**src/rtl/mem_arb_pkg.sv**
```systemverilog
// Shared encodings and latency limits for the data-memory port arbiter.
package mem_arb_pkg;

    typedef enum logic [1:0] {
        IDLE  = 2'd0,
        ISSUE = 2'd1,
        WAIT  = 2'd2,
        RESP  = 2'd3
    } arb_state_t;

    typedef enum logic {
        OWN_IF  = 1'b0,
        OWN_MEM = 1'b1
    } owner_t;

    localparam int LATENCY_MIN = 1;
    localparam int LATENCY_MAX = 15;
    localparam int CNT_W       = 4;

    // Counter preload: LATENCY-1, clamped into the legal latency range.
    function automatic logic [CNT_W-1:0] lat_load(input int lat);
        int l;
        l = lat;
        if (l < LATENCY_MIN) l = LATENCY_MIN;
        if (l > LATENCY_MAX) l = LATENCY_MAX;
        return CNT_W'(l - 1);
    endfunction

    function automatic logic is_misaligned(input logic [1:0] lsb);
        return lsb != 2'b00;
    endfunction

endpackage

```
**src/rtl/mem_lat_counter.sv**
```systemverilog
// Loadable down-counter with zero flag; times the memory read latency.
module mem_lat_counter #(
    parameter int W = 4
) (
    input  logic         clk,
    input  logic         reset,
    input  logic         i_load,
    input  logic [W-1:0] i_load_val,
    input  logic         i_dec,
    output logic [W-1:0] o_count,
    output logic         o_zero
);

    logic [W-1:0] r_count;

    always_ff @(posedge clk or posedge reset) begin
        if (reset) begin
            r_count <= '0;
        end else if (i_load) begin
            r_count <= i_load_val;
        end else if (i_dec && (r_count != '0)) begin
            r_count <= r_count - 1'b1;
        end
    end

    assign o_count = r_count;
    assign o_zero  = (r_count == '0);

endmodule

```
**src/rtl/mem_port_arbiter.sv**
```systemverilog
// Arbitrates the single-ported data memory between fetch and memory stages.
// Optional macro MEM_PORT_ARB_RR_EN: round-robin tie-break via a last-owner register.
module mem_port_arbiter
    import mem_arb_pkg::*;
#(
    parameter int LATENCY = 2,
    parameter int AW      = 32,
    parameter int DW      = 32
) (
    input  logic          clk,
    input  logic          reset,
    input  logic          if_req,
    input  logic [AW-1:0] if_addr,
    output logic [DW-1:0] if_rdata,
    output logic          if_ready,
    input  logic          mem_req,
    input  logic          mem_we,
    input  logic [AW-1:0] mem_addr,
    input  logic [DW-1:0] mem_wdata,
    output logic [DW-1:0] mem_rdata,
    output logic          mem_ready,
    output logic          mem_err,
    output logic          stall_f,
    output logic          stall_m,
    output logic          ram_en,
    output logic          ram_we,
    output logic [AW-1:0] ram_addr,
    output logic [DW-1:0] ram_wdata,
    input  logic [DW-1:0] ram_rdata
);

    arb_state_t       r_state;
    arb_state_t       w_state_next;
    owner_t           r_owner;
    owner_t           w_grant_owner;
    owner_t           w_pick;
    logic             r_we;
    logic             r_misalign;
    logic [AW-1:0]    r_addr;
    logic [DW-1:0]    r_wdata;
    logic             w_grant;
    logic             w_grant_mis;
    logic             w_cnt_load;
    logic             w_cnt_dec;
    logic             w_cnt_zero;
    logic             w_capture;
    logic             w_err_resp;
    logic [CNT_W-1:0] w_cnt_value;

`ifdef MEM_PORT_ARB_RR_EN
    owner_t r_last_owner;

    // On a tie, whichever requester was not served last wins.
    assign w_pick = (mem_req && if_req) ? ((r_last_owner == OWN_IF) ? OWN_MEM : OWN_IF)
                                        : (mem_req ? OWN_MEM : OWN_IF);

    always_ff @(posedge clk or posedge reset) begin
        if (reset) begin
            r_last_owner <= OWN_IF;
        end else if (w_grant) begin
            r_last_owner <= w_grant_owner;
        end
    end
`else
    assign w_pick = mem_req ? OWN_MEM : OWN_IF;
`endif

    always_ff @(posedge clk or posedge reset) begin
        if (reset) begin
            r_state <= IDLE;
        end else begin
            r_state <= w_state_next;
        end
    end

    always_comb begin
        w_state_next  = r_state;
        w_grant       = 1'b0;
        w_grant_owner = OWN_IF;
        w_cnt_load    = 1'b0;
        w_cnt_dec     = 1'b0;
        w_capture     = 1'b0;
        w_err_resp    = 1'b0;
        case (r_state)
            IDLE: begin
                if (mem_req || if_req) begin
                    w_grant       = 1'b1;
                    w_grant_owner = w_pick;
                    w_state_next  = ISSUE;
                end
            end
            ISSUE: begin
                w_cnt_load = 1'b1;
                // A misaligned store/load never touches the RAM and errors out immediately.
                if ((r_owner == OWN_MEM) && r_misalign) begin
                    w_err_resp   = 1'b1;
                    w_state_next = RESP;
                end else begin
                    w_state_next = WAIT;
                end
            end
            WAIT: begin
                if (w_cnt_zero) begin
                    w_capture    = 1'b1;
                    w_state_next = RESP;
                end else begin
                    w_cnt_dec = 1'b1;
                end
            end
            RESP: begin
                w_state_next = IDLE;
            end
            default: begin
                w_state_next = IDLE;
            end
        endcase
    end

    assign w_grant_mis = (w_grant_owner == OWN_MEM) && is_misaligned(mem_addr[1:0]);

    mem_lat_counter #(
        .W(CNT_W)
    ) u_lat_counter (
        .clk        (clk),
        .reset      (reset),
        .i_load     (w_cnt_load),
        .i_load_val (lat_load(LATENCY)),
        .i_dec      (w_cnt_dec),
        .o_count    (w_cnt_value),
        .o_zero     (w_cnt_zero)
    );

    always_ff @(posedge clk or posedge reset) begin
        if (reset) begin
            r_owner    <= OWN_IF;
            r_addr     <= '0;
            r_wdata    <= '0;
            r_we       <= 1'b0;
            r_misalign <= 1'b0;
            ram_en     <= 1'b0;
            ram_we     <= 1'b0;
            if_rdata   <= '0;
            mem_rdata  <= '0;
            if_ready   <= 1'b0;
            mem_ready  <= 1'b0;
            mem_err    <= 1'b0;
        end else begin
            ram_en    <= 1'b0;
            ram_we    <= 1'b0;
            if_ready  <= 1'b0;
            mem_ready <= 1'b0;
            mem_err   <= 1'b0;
            if (w_grant) begin
                r_owner    <= w_grant_owner;
                r_misalign <= w_grant_mis;
                if (w_grant_owner == OWN_MEM) begin
                    r_addr  <= mem_addr;
                    r_wdata <= mem_wdata;
                    r_we    <= mem_we;
                end else begin
                    r_addr  <= if_addr;
                    r_wdata <= '0;
                    r_we    <= 1'b0;
                end
                // The strobe is registered here so it is high exactly for the ISSUE cycle.
                ram_en <= ~w_grant_mis;
                ram_we <= (w_grant_owner == OWN_MEM) && mem_we && ~w_grant_mis;
            end
            if (w_capture) begin
                if (r_owner == OWN_IF) begin
                    if_rdata <= ram_rdata;
                    if_ready <= 1'b1;
                end else begin
                    if (!r_we) begin
                        mem_rdata <= ram_rdata;
                    end
                    mem_ready <= 1'b1;
                end
            end
            if (w_err_resp) begin
                mem_ready <= 1'b1;
                mem_err   <= 1'b1;
            end
        end
    end

    assign ram_addr  = r_addr;
    assign ram_wdata = r_wdata;

    assign stall_f = if_req & ~if_ready;
    assign stall_m = mem_req & ~mem_ready;

endmodule

```
**config.mk**
```make
export PLATFORM = sky130hd
export DESIGN_NAME = mem_port_arbiter
export DESIGN_NICKNAME = d
export VERILOG_FILES = /design/src/rtl/mem_arb_pkg.sv /design/src/rtl/mem_lat_counter.sv /design/src/rtl/mem_port_arbiter.sv
export SDC_FILE = /design/constraint.sdc
export NUM_CORES = 1
export LEC_CHECK = 0
export ABC_AREA = 0
export CORE_AREA = 2 2 119 121
export DETAILED_ROUTE_END_ITERATION = 7
export DIE_AREA = 0 0 121 123
export PLACE_DENSITY = 0.95
export SLEW_MARGIN = 10
export SYNTH_ARGS = -nofsm -noshare
export SYNTH_HDL_FRONTEND = slang
export SYNTH_HIERARCHICAL = 1
export SYNTH_SLANG_ARGS = --single-unit
```
**constraint.sdc**
```tcl
create_clock -name clk -period 7.6 [get_ports clk]
set_clock_uncertainty 0.05 [all_clocks]
set_input_delay 0.76 -clock clk [delete_from_list [all_inputs] [get_ports clk]]
set_output_delay 0.76 -clock clk [all_outputs]
set_load 0.01 [all_outputs]
```
==> results of run 1 <==
path summary, 6_finish.rpt:
| kind | endpoint | slack [ns] | cells past startpoint |
|---|---|---|---|
| max | stall_f | 4.48 | 4 |
| min | r_we$_DFFE_PP0P_ | 0.44 | 2 |
| max reg2reg | mem_rdata[25]$_DFFE_PP0P_ | 4.91 | 7 |
| min reg2reg | r_we$_DFFE_PP0P_ | 0.44 | 2 |
| max in group asynchronous | if_rdata[15]$_DFFE_PP0P_ | 5.41 | 3 |
| min in group asynchronous | u_lat_counter/o_count[1]$_DFFE_PP0P_ | 0.62 | 2 |
layer usage:
layer / vias to the layer above / track usage [%] / share of wire [%]
li1: 2121 / - / -
met1: 2360 / 26.87 / 40
met2: 190 / 40.10 / 52
met3: 34 / 5.258 / 6.0
met4: 0 / 8.140 / 2.3
met5: - / 0 / 0
sequential cells by signal, summed over array words and instances, names as in the netlist:
signal / count
r_we: 1
if_rdata: 32
ram_en: 1
mem_rdata: 32
r_owner: 1
ram_wdata: 32
ram_we: 1
r_misalign: 1
r_state: 2
mem_ready: 1
if_ready: 1
mem_err: 1
ram_addr: 32
u_lat_counter/o_count: 4
kinds of logic (layout without fill, tap and decap cells):
family | Yosys count | after routing | share of synthesized area [%]
AO/OA/AOI/OAI | 82 | 82 | 11.41
flip-flops | 142 | 142 | 59.59
other | 2 | 4 | 0.1259
AND/OR/NAND/NOR | 111 | 111 | 9.840
multiplexers | 67 | 67 | 14.50
adder cells (fa/ha/maj) | 5 | 5 | 1.049
buffers and inverters | 41 | 314 | 3.483
metrics by stage:
step | power (mW) | hold slack [ns] | setup WS (ns) | cell area, um2 | util (%)
finish | 3.924 | 0.4395 | 4.475 | 9448 | 69.41
global route | 4.124 | 0.4588 | 4.399 | 9448 | 69.41
CTS | 3.956 | 0.4492 | 4.488 | 9448 | 69.41
detailed placement | 2.967 | 0.4311 | 4.488 | 8755 | 64.32
global placement | 2.880 | 0.4057 | 4.504 | 8755 | 64.32
floorplan | 2.056 | 0.3880 | 3.094 | 5971 | -
final cells by class:
| cell class | instances | area (um2) |
|---|---|---|
| fill | 949 | 4164 |
| sequential | 142 | 3553 |
| multi-input combinational | 269 | 2221 |
| inverter | 8 | 35.03 |
| clock buffer | 18 | 439.2 |
| tap | 180 | 225.2 |
| clock inverter | 14 | 254.0 |
| timing repair buffer | 274 | 2720 |
report_power, final:
part,switching (mW),internal (mW)
sequential,0.216,1.11
clock,0.331,0.633
combinational,0.636,0.997
total,1.18,2.74
critical path, cell delays in order:
cell and delay (ns):
clkdlybuf4s50_1 0.46, buf_4 0.33, nor2b_1 0.18, clkdlybuf4s50_1 0.56
placed cells by master, fill, tap and decap left out, drive strengths merged, types with 3 or more instances in the layout:
cell,synthesis,layout
a21oi,4,4
a22o,65,65
buf,25,8
bufinv,0,6
clkbuf,8,18
clkdlybuf4s50,0,266
conb,2,4
dfrtp,142,142
ha,5,5
inv,8,13
mux2,65,65
nand2,62,62
nand3b,28,28
nor2,3,3
nor2b,4,4
nor3,3,3
o21ai,5,5
==> results.md, run 1 <==
* Synthesized area at 5963 um2
* Leakage power at ~4.3 nW
* Total CTS buffers at 17
* Most common cell in the synthesized netlist: dfrtp_1
* Htree depth at 4
* Top cell type's share of synthesized area at between 50 and 60%
* 1st-iter DRT viols at 270
* Die X at around 120 um
* Max-slew violation count at 0
* 1st-pass router iterations at 4
* Gr ovfl total at 0
* Slew headroom at a little under a quarter
* Area grow syn2layout at 58.43%
* CP required at slightly below 7 ns
* Fin nets at 850
* Clk root buf: clkbuf_16
* RSZ-0062 raised after global routing: false
* RD Place Congestion at about 0.88
* Setup violators final at 0
* EDFF count, synth at 0
* Area of the core at between 10,000 and 15,000 um2
* FMAX at between 300 and 400 MHz
* DP Cell Count at between 800 and 900
* Sequential cell area fraction in the yosys report at between 50% and 60%
* Initial antenna violation count at 0
* Crit path time final at 3.125 ns
* Starting density of the core at 43.81%
* Post-CTS Hold Fix Bufs at 0
* Drt total wl at roughly 17,000 um
* Vias/cell at 5.199
* Number of buffers inserted by port buffering at between 200 and 300
* Global-route wire length before repair at ~26,000 um
* Fin crit share at 41.12%
* Die area at approximately 15,000 um2
* Hold path start: r_we$_DFFE_PP0P_
* Worst reg2reg startpoint: u_lat_counter/o_count[0]$_DFFE_PP0P_
* Worst Setup Start Kind: primary input
* Critical-path maximum fanout at 31
* Final Hold Viols at 0
* Antenna-violating nets left at 0
* Syn Inst Count at between 400 and 500
* Most used DFF post-synth: dfrtp_1
* CTS clock-pin slew for the worst setup and hold paths at approximately 0.06 ns
* Worst hold-check path type: reg2reg
* Post-cts repair resize count at 0
* Critical path startpoint: if_req
* VDD IR-drop max at around 190 uV
* Vias at between 4,000 and 5,000
* Clock insertion delay at the later pin of the skew report at 0.41 ns
* Yosys reg bits at 142
* Setup bufs post-CTS at 0
* DRC viols at 0
* Worst-Margin Slew at about 1.2 ns
* # diodes at 0
* Status: completed
* Clock sinks at 142
* Yosys cell types at 38
* Power per Cell Area at roughly 420 nW/um2
* Layout Cells excl Fill at slightly above 900
* Die H at 123 um
* Rows at 43
* HPWL Detailed at between 10,000 and 15,000 um
* Crit path arrival time at approximately 2.3 ns
* Largest buffer count on any clock path at 2
* Area leader, netlist: dfrtp_1
* Avg Cell Area, Syn at roughly 13 um2
* MaxCap Viol Count at 0
* WL/cell at about 18 um
* All-layer global routing usage at a little under a quarter
* Setup tns final at 0 ns
* Pin count of the biggest net entering global routing at 76
* Setup crit end kind: output port
* Top post-synthesis cells by area: dfrtp_1 60%, a22o_1 9.5%, mux2_4 7.6%, mux2_2 6.6%, nand2_1 3.9%
* Worst Path Class, Setup: in2out
* Top-Level Pins at 268
* Commonest cells post-synth: 142 x dfrtp_1, 65 x a22o_1, 62 x nand2_1, 35 x mux2_2, 30 x mux2_4
* Layout cells sized above 1 at 15.31%
* Vias in the first global route at just over 5,000
* YS warnings at 6
* CTS tree: yes
* Synth async-reset ratio at 100.0%
(Power assumes the default switching activity.)
==> run 2: changes to the inputs <==
--- a/config.mk
+++ b/config.mk
@@ -6,10 +6,10 @@
 export NUM_CORES = 1
 export LEC_CHECK = 0
 export ABC_AREA = 0
-export CORE_AREA = 2 2 119 121
+export CORE_AREA = 2 2 129 131
 export DETAILED_ROUTE_END_ITERATION = 7
-export DIE_AREA = 0 0 121 123
-export PLACE_DENSITY = 0.95
+export DIE_AREA = 0 0 131 133
+export PLACE_DENSITY = 0.88
 export SLEW_MARGIN = 10
 export SYNTH_ARGS = -nofsm -noshare
 export SYNTH_HDL_FRONTEND = slang
==> constraint.sdc (replaced) <==
create_clock -name clk -period 2.6 [get_ports clk]
set_clock_uncertainty 0.05 [all_clocks]
set_input_delay 0.26 -clock clk [delete_from_list [all_inputs] [get_ports clk]]
set_output_delay 0.26 -clock clk [all_outputs]
set_load 0.01 [all_outputs]
==> run 2 against run 1 <==
Count of clock-buffer cells in the layout shrank 1. Routed wire length shrank 1.2%. Clock power grew to 2.7 times the previous value. Power grew to 2.9 times the previous value. Combinational power grew to 2.9 times the previous value. Sequential power grew to 2.9 times the previous value. Worst hold slack lost 0.36 ns. Cell area grew 0.50%. Via count shrank 1.5%. Final cell count grew 4.9%. Critical endpoint is now mem_rdata[26]$_DFFE_PP0P_.
==> results.md, run 2 (synthesis gave the netlist of run 1 again) <==
* Status: completed
* Area of the core at 16,170 um2
* Worst reg2reg endpoint: mem_rdata[26]$_DFFE_PP0P_
* Fin nets at 854
* Global-route wire length before repair at approximately 26,000 um
* WL/cell at about 17 um
* Worst slack at placement at roughly 0.29 ns
* Critical-path maximum fanout at 32
* RD Place Congestion at slightly below 0.8
* DRC viols at 0
* Layout cells sized above 1 at between 10% and 20%
* Htree depth at 4
* Gr ovfl total at 0
* Post-cts repair resize count at 0
* CTS tree: yes
* Total CTS buffers at 17
* Final Util at 58.72%
* Vias/cell at about 4.9
* Rows at 47
* Antenna-violating nets left at 0
* Flop2flop setup slack at between 0.2 and 0.25 ns
* Path depth of the worst reg2reg path at 8
* Clock insertion delay at the later pin of the skew report at around 0.41 ns
* Most common cell after layout, fill and taps aside: clkdlybuf4s50_1
* Most frequent cells in the layout: 266 x clkdlybuf4s50_1, 142 x dfrtp_1, 65 x a22o_1
* Final Hold Viols at 0
* Setup violators final at 0
* Worst-Margin Slew at 0.5465 ns
* Starting density of the core at between 30% and 40%
* CTS clock-pin slew for the worst setup and hold paths at 0.06 ns
* 1st-iter DRT viols at 238
* Setup tns final at 0 ns
* Worst Path Class, Setup: reg2reg
* # diodes at 0
* Setup bufs post-CTS at 0
* Vias at ~4,600
* Crit path time final at roughly 2.4 ns
* Top-Level Pins at ~270
* Layout Cells excl Fill at 949
* Fill cells at about 1,300
* Die X at around 130 um
* Clock sinks at about 140
* Hold Slack at 0.07856 ns
* All-layer global routing usage at 19.19%
* Slew headroom at a little under two thirds
* FMAX at between 400 and 500 MHz
* Power per Cell Area at roughly 1200 nW/um2
* Area grow syn2layout at 59.23%
* 1st-pass router iterations at 4
* Worst hold-check path type: in2async
* Worst setup margin at around 0.25 ns
* Crit path arrival time at approximately 2.6 ns
* MaxCap Viol Count at 0
* VDD IR-drop max at about 530 uV
* HPWL Detailed at around 12,000 um
* Pin count of the biggest net entering global routing at 74
* Critical path startpoint: u_lat_counter/o_count[0]$_DFFE_PP0P_
* DP Cell Count at slightly above 900
* Leakage power at roughly 4.3 nW
* Clk root buf: clkbuf_16
* Number of buffers inserted by port buffering at between 200 and 300
* Largest buffer count on any clock path at 2
* Worst reg2reg startpoint: u_lat_counter/o_count[0]$_DFFE_PP0P_
* Critical Path Sink: mem_rdata[26]$_DFFE_PP0P_
* Fin crit share at 90.51%
* Setup crit end kind: register
* Drt total wl at 16,440 um
* Worst Setup Start Kind: register
* Initial antenna violation count at 0
* Vias in the first global route at roughly 4,800
* Max-slew violation count at 0
* Die area at around 17,000 um2
* Post-CTS Hold Fix Bufs at 0
* CP required at 2.84 ns
* Die H at 133 um
* RSZ-0062 raised after global routing: false
## run 2: cell types whose count changed in the layout (fill, tap and decap cells not counted)
cell and change:
bufinv_16 -3, buf_4 +1, clkinv_4 +2, clkinvlp_4 +1
clkbuf_8 -1, buf_12 +3, inv_6 +1
## run 2: critical path, stage by stage (launching register included)
cell	delay, ns
dfrtp_1	0.39
inv_1	0.11
ha_1	0.22
or3b_4	0.43
inv_1	0.10
nand3_1	0.09
or2_2	0.31
buf_12	0.20
mux2_4	0.32
## run 2: area by class of cell
| class | instances | area [um2] | share of cell area, % |
|---|---|---|---|
| Clock buffer | 17 | 425.4 | 4.480 |
| Clock inverter | 15 | 198.9 | 2.095 |
| Inverter | 8 | 33.78 | 0.3558 |
| Multi-Input combinational cell | 269 | 2221 | 23.39 |
| Sequential cell | 142 | 3553 | 37.42 |
| Tap cell | 220 | 275.3 | 2.899 |
| Timing Repair Buffer | 278 | 2788 | 29.36 |
## run 2: how the worst min path moves through the flow
stage | start | endpoint | slack [ns] | depth (start not counted)
after CTS | reset | u_lat_counter/o_count[0]$_DFFE_PP0P_ | 0.07 | 2
after detailed placement | r_misalign$_DFFE_PP0P_ | r_misalign$_DFFE_PP0P_ | 0.41 | 1
after global routing | reset | u_lat_counter/o_count[1]$_DFFE_PP0P_ | 0.11 | 2
after floorplan | reset | u_lat_counter/o_count[0]$_DFFE_PP0P_ | -0.02 | 1
after global placement | r_misalign$_DFFE_PP0P_ | r_misalign$_DFFE_PP0P_ | 0.41 | 1
final | reset | u_lat_counter/o_count[1]$_DFFE_PP0P_ | 0.08 | 2
## run 2: through the flow
step | total power, mW | instance area (um2)
2_1_floorplan | 6.011 | 5974
3_3_place_gp | 8.473 | 8871
3_5_place_dp | 8.679 | 8871
4_1_cts | 11.30 | 9495
5_1_grt | 11.79 | 9495
6_report | 11.18 | 9495
## run 2: metal layers
| metal | vias up | track usage, % | part of all wire [%] | wire length, um |
|---|---|---|---|---|
| li1 | 2136 | - | - | - |
| met1 | 2263 | 23.46 | 41 | 6706 |
| met2 | 202 | 31.32 | 49 | 8112 |
| met3 | 33 | 6.632 | 7.6 | 1242 |
| met4 | 0 | 6.856 | 2.3 | 376 |
| met5 | - | 0 | 0 | 0 |
## run 2: power by group
| part | switching [mW] | leakage, nW | internal [mW] | total, mW |
|---|---|---|---|---|
| combinational | 1.84 | 2.22 | 2.93 | 4.77 |
| clock | 1.02 | 0.303 | 1.54 | 2.56 |
| sequential | 0.608 | 1.74 | 3.25 | 3.86 |
==> run 3: changes to the inputs <==
--- a/config.mk
+++ b/config.mk
@@ -6,10 +6,10 @@
 export NUM_CORES = 1
 export LEC_CHECK = 0
 export ABC_AREA = 0
-export CORE_AREA = 2 2 129 131
+export CORE_AREA = 2 2 123 125
 export DETAILED_ROUTE_END_ITERATION = 7
-export DIE_AREA = 0 0 131 133
-export PLACE_DENSITY = 0.88
+export DIE_AREA = 0 0 125 127
+export PLACE_DENSITY = 0.91
 export SLEW_MARGIN = 10
 export SYNTH_ARGS = -nofsm -noshare
 export SYNTH_HDL_FRONTEND = slang
==> constraint.sdc (replaced) <==
create_clock -name clk -period 2.7 [get_ports clk]
set_clock_uncertainty 0.05 [all_clocks]
set_input_delay 0.27 -clock clk [delete_from_list [all_inputs] [get_ports clk]]
set_output_delay 0.27 -clock clk [all_outputs]
set_load 0.01 [all_outputs]
==> run 3 against run 2 <==
Sequential share of layout area is 0.70 points higher. Sequential power fell by 3%. Die area decreased by 8.9%. Via count is 0.82% higher. First-iteration DRC count decreased by 27%. Combinational power decreased by 4%. Register-to-register slack got worse by 0.05 ns. Routed wire length down 1.2%. Maximum frequency shrank 5.9%. Clock power shrank 20%. Global-route usage increased by 1.7 points. Cell area shrank 1.8%. Critical path type unchanged. Largest cell class unchanged. Largest power group unchanged.
==> results.md, run 3 (synthesis gave the netlist of run 1 again) <==
* FMAX at 399.8 MHz
* Initial antenna violation count at 0
* Path depth of the worst reg2reg path at 8
* Setup bufs post-CTS at 0
* Largest buffer count on any clock path at 2
* All-layer global routing usage at 20.85%
* Critical path startpoint: u_lat_counter/o_count[0]$_DFFE_PP0P_
* MaxCap Viol Count at 0
* Layout cells sized above 1 at 14.62%
* Area of the core at about 14,000 um2
* Worst-Margin Slew at a little over 0.6 ns
* Worst reg2reg startpoint: u_lat_counter/o_count[0]$_DFFE_PP0P_
* Starting density of the core at 41.34%
* Most common cell after layout, fill and taps aside: clkdlybuf4s50_1
* 1st-iter DRT viols at ~170
* Logic gate share of total power at 44.2%
* Critical Path Sink: mem_rdata[27]$_DFFE_PP0P_
* CP required at slightly below 3 ns
* Int Pwr at around 7.2 mW
* Post-cts repair resize count at 0
* Cells along the critical path: inv_1 > ha_1 > or3b_4 > inv_1 > nand3_1 > or2_2 > buf_4 > mux2_4
* Fin nets at ~850
* Max incr delay on CP at about 0.43 ns
* Setup violators final at 0
* Htree depth at 4
* Antenna-violating nets left at 0
* Die H at around 130 um
* Worst hold-check path type: in2async
* Leakage power at ~4.2 nW
* Setup crit end kind: register
* Pin count of the biggest net entering global routing at 74
* Switch share at 30.96%
* Area grow syn2layout at 56.32%
* WL/cell at ~18 um
* Worst reg2reg endpoint: mem_rdata[27]$_DFFE_PP0P_
* Critical-path maximum fanout at 32
* Worst setup margin at 0.1985 ns
* Rows at 44
* Worst Setup Start Kind: register
* CTS tree: yes
* VDD IR-drop max at 548.4 uV
* Global-route wire length before repair at 26,520 um
* Total CTS buffers at 17
* Clk root buf: clkbuf_16
* Flop2flop setup slack at 0.20 ns
* 1st-pass router iterations at 4
* Fin crit share at between 90% and 100%
* RD Place Congestion at 0.8393
* Crit path time final at 2.501 ns
* Max-slew violation count at 0
* Crit path arrival time at ~2.7 ns
* HPWL Detailed at approximately 12,000 um
* Post-CTS Hold Fix Bufs at 0
* Slowest cell on the critical path: or3b_4
* Vias/cell at 5.140
* Reg power frac at between 30 and 40%
* # diodes at 0
* Status: completed
* Worst Path Class, Setup: reg2reg
* Clock sinks at roughly 140
* Setup tns final at 0 ns
* Worst slack at placement at 0.2338 ns
* RSZ-0062 raised after global routing: false
* Die X at 125 um
* Clock insertion delay at the later pin of the skew report at between 0.4 and 0.5 ns
* CTS clock-pin slew for the worst setup and hold paths at roughly 0.06 ns
* Clock power frac at 19.7%
* Gr ovfl total at 0
* Final Hold Viols at 0
* Number of buffers inserted by port buffering at roughly 270
* Most frequent cells in the layout: 266 x clkdlybuf4s50_1, 142 x dfrtp_1, 65 x a22o_1
* CP most frequent cell: inv_1
* Power per Cell Area at 1114 nW/um2
* DRC viols at 0
* Vias at 4,672
* Drt total wl at roughly 16,000 um
* Vias in the first global route at between 5,000 and 6,000
* Top-Level Pins at between 200 and 300
* Psw at 3.214 mW
* Slew headroom at 59.42%
* Die area at between 15,000 and 20,000 um2
## run 3: worst min path at each step
stage	start	endpoint	slack, ns	depth (start not counted)
6_report	reset	u_lat_counter/o_count[0]$_DFFE_PP0P_	0.11	2
5_1_grt	reset	u_lat_counter/o_count[2]$_DFFE_PP0P_	0.12	2
4_1_cts	reset	u_lat_counter/o_count[0]$_DFFE_PP0P_	0.1	2
3_5_place_dp	r_misalign$_DFFE_PP0P_	r_misalign$_DFFE_PP0P_	0.42	1
3_3_place_gp	r_misalign$_DFFE_PP0P_	r_misalign$_DFFE_PP0P_	0.41	1
2_1_floorplan	reset	u_lat_counter/o_count[0]$_DFFE_PP0P_	-0.01	1
## run 3: area by class of cell
type	count	area (um2)
tap	184	230.2
clock inverter	6	38.79
timing repair buffer	276	2773
inverter	8	33.78
clock buffer	24	471.7
sequential	142	3553
multi-input combinational	269	2221
fill	1065	5102
## run 3: metrics by stage
| step | power [mW] | hold WS (ns) | std cells | utilization (%) | area, um2 |
|---|---|---|---|---|---|
| finish | 10.38 | 0.1095 | 909 | 64.63 | 9321 |
| global route | 10.93 | 0.1207 | 909 | 64.63 | 9321 |
| CTS | 10.48 | 0.09577 | 909 | 64.63 | 9321 |
| detailed placement | 8.368 | 0.4151 | 879 | 61.09 | 8811 |
| global placement | 8.147 | 0.4112 | 879 | 61.09 | 8811 |
| floorplan | 5.788 | -0.01392 | 452 | - | 5974 |
## run 3: power groups by stage
stage | clock (mW) | combinational (mW) | sequential, mW
3_5_place_dp | 0 | 4.62 | 3.75
5_1_grt | 2.19 | 4.88 | 3.87
4_1_cts | 2.09 | 4.64 | 3.74
6_report | 2.05 | 4.59 | 3.74
2_1_floorplan | 0 | 1.70 | 4.08
3_3_place_gp | 0 | 4.46 | 3.69
## run 3: worst max-delay path: cells and delay by family, from the launching register on
family	cells	cell delay (ns)
DFF	1	0.39
and+or+nand+nor	3	0.80
buffers and inverters	3	0.52
adders and majority gates	1	0.22
muxes	1	0.37
## run 3: metal layers
layer	wire [um]	GRT usage (%)	vias to the layer above
li1	-	-	2116
met1	6496	24.37	2316
met2	8206	36.22	196
met3	979	6.281	44
met4	559	8.235	0
met5	0	0	-
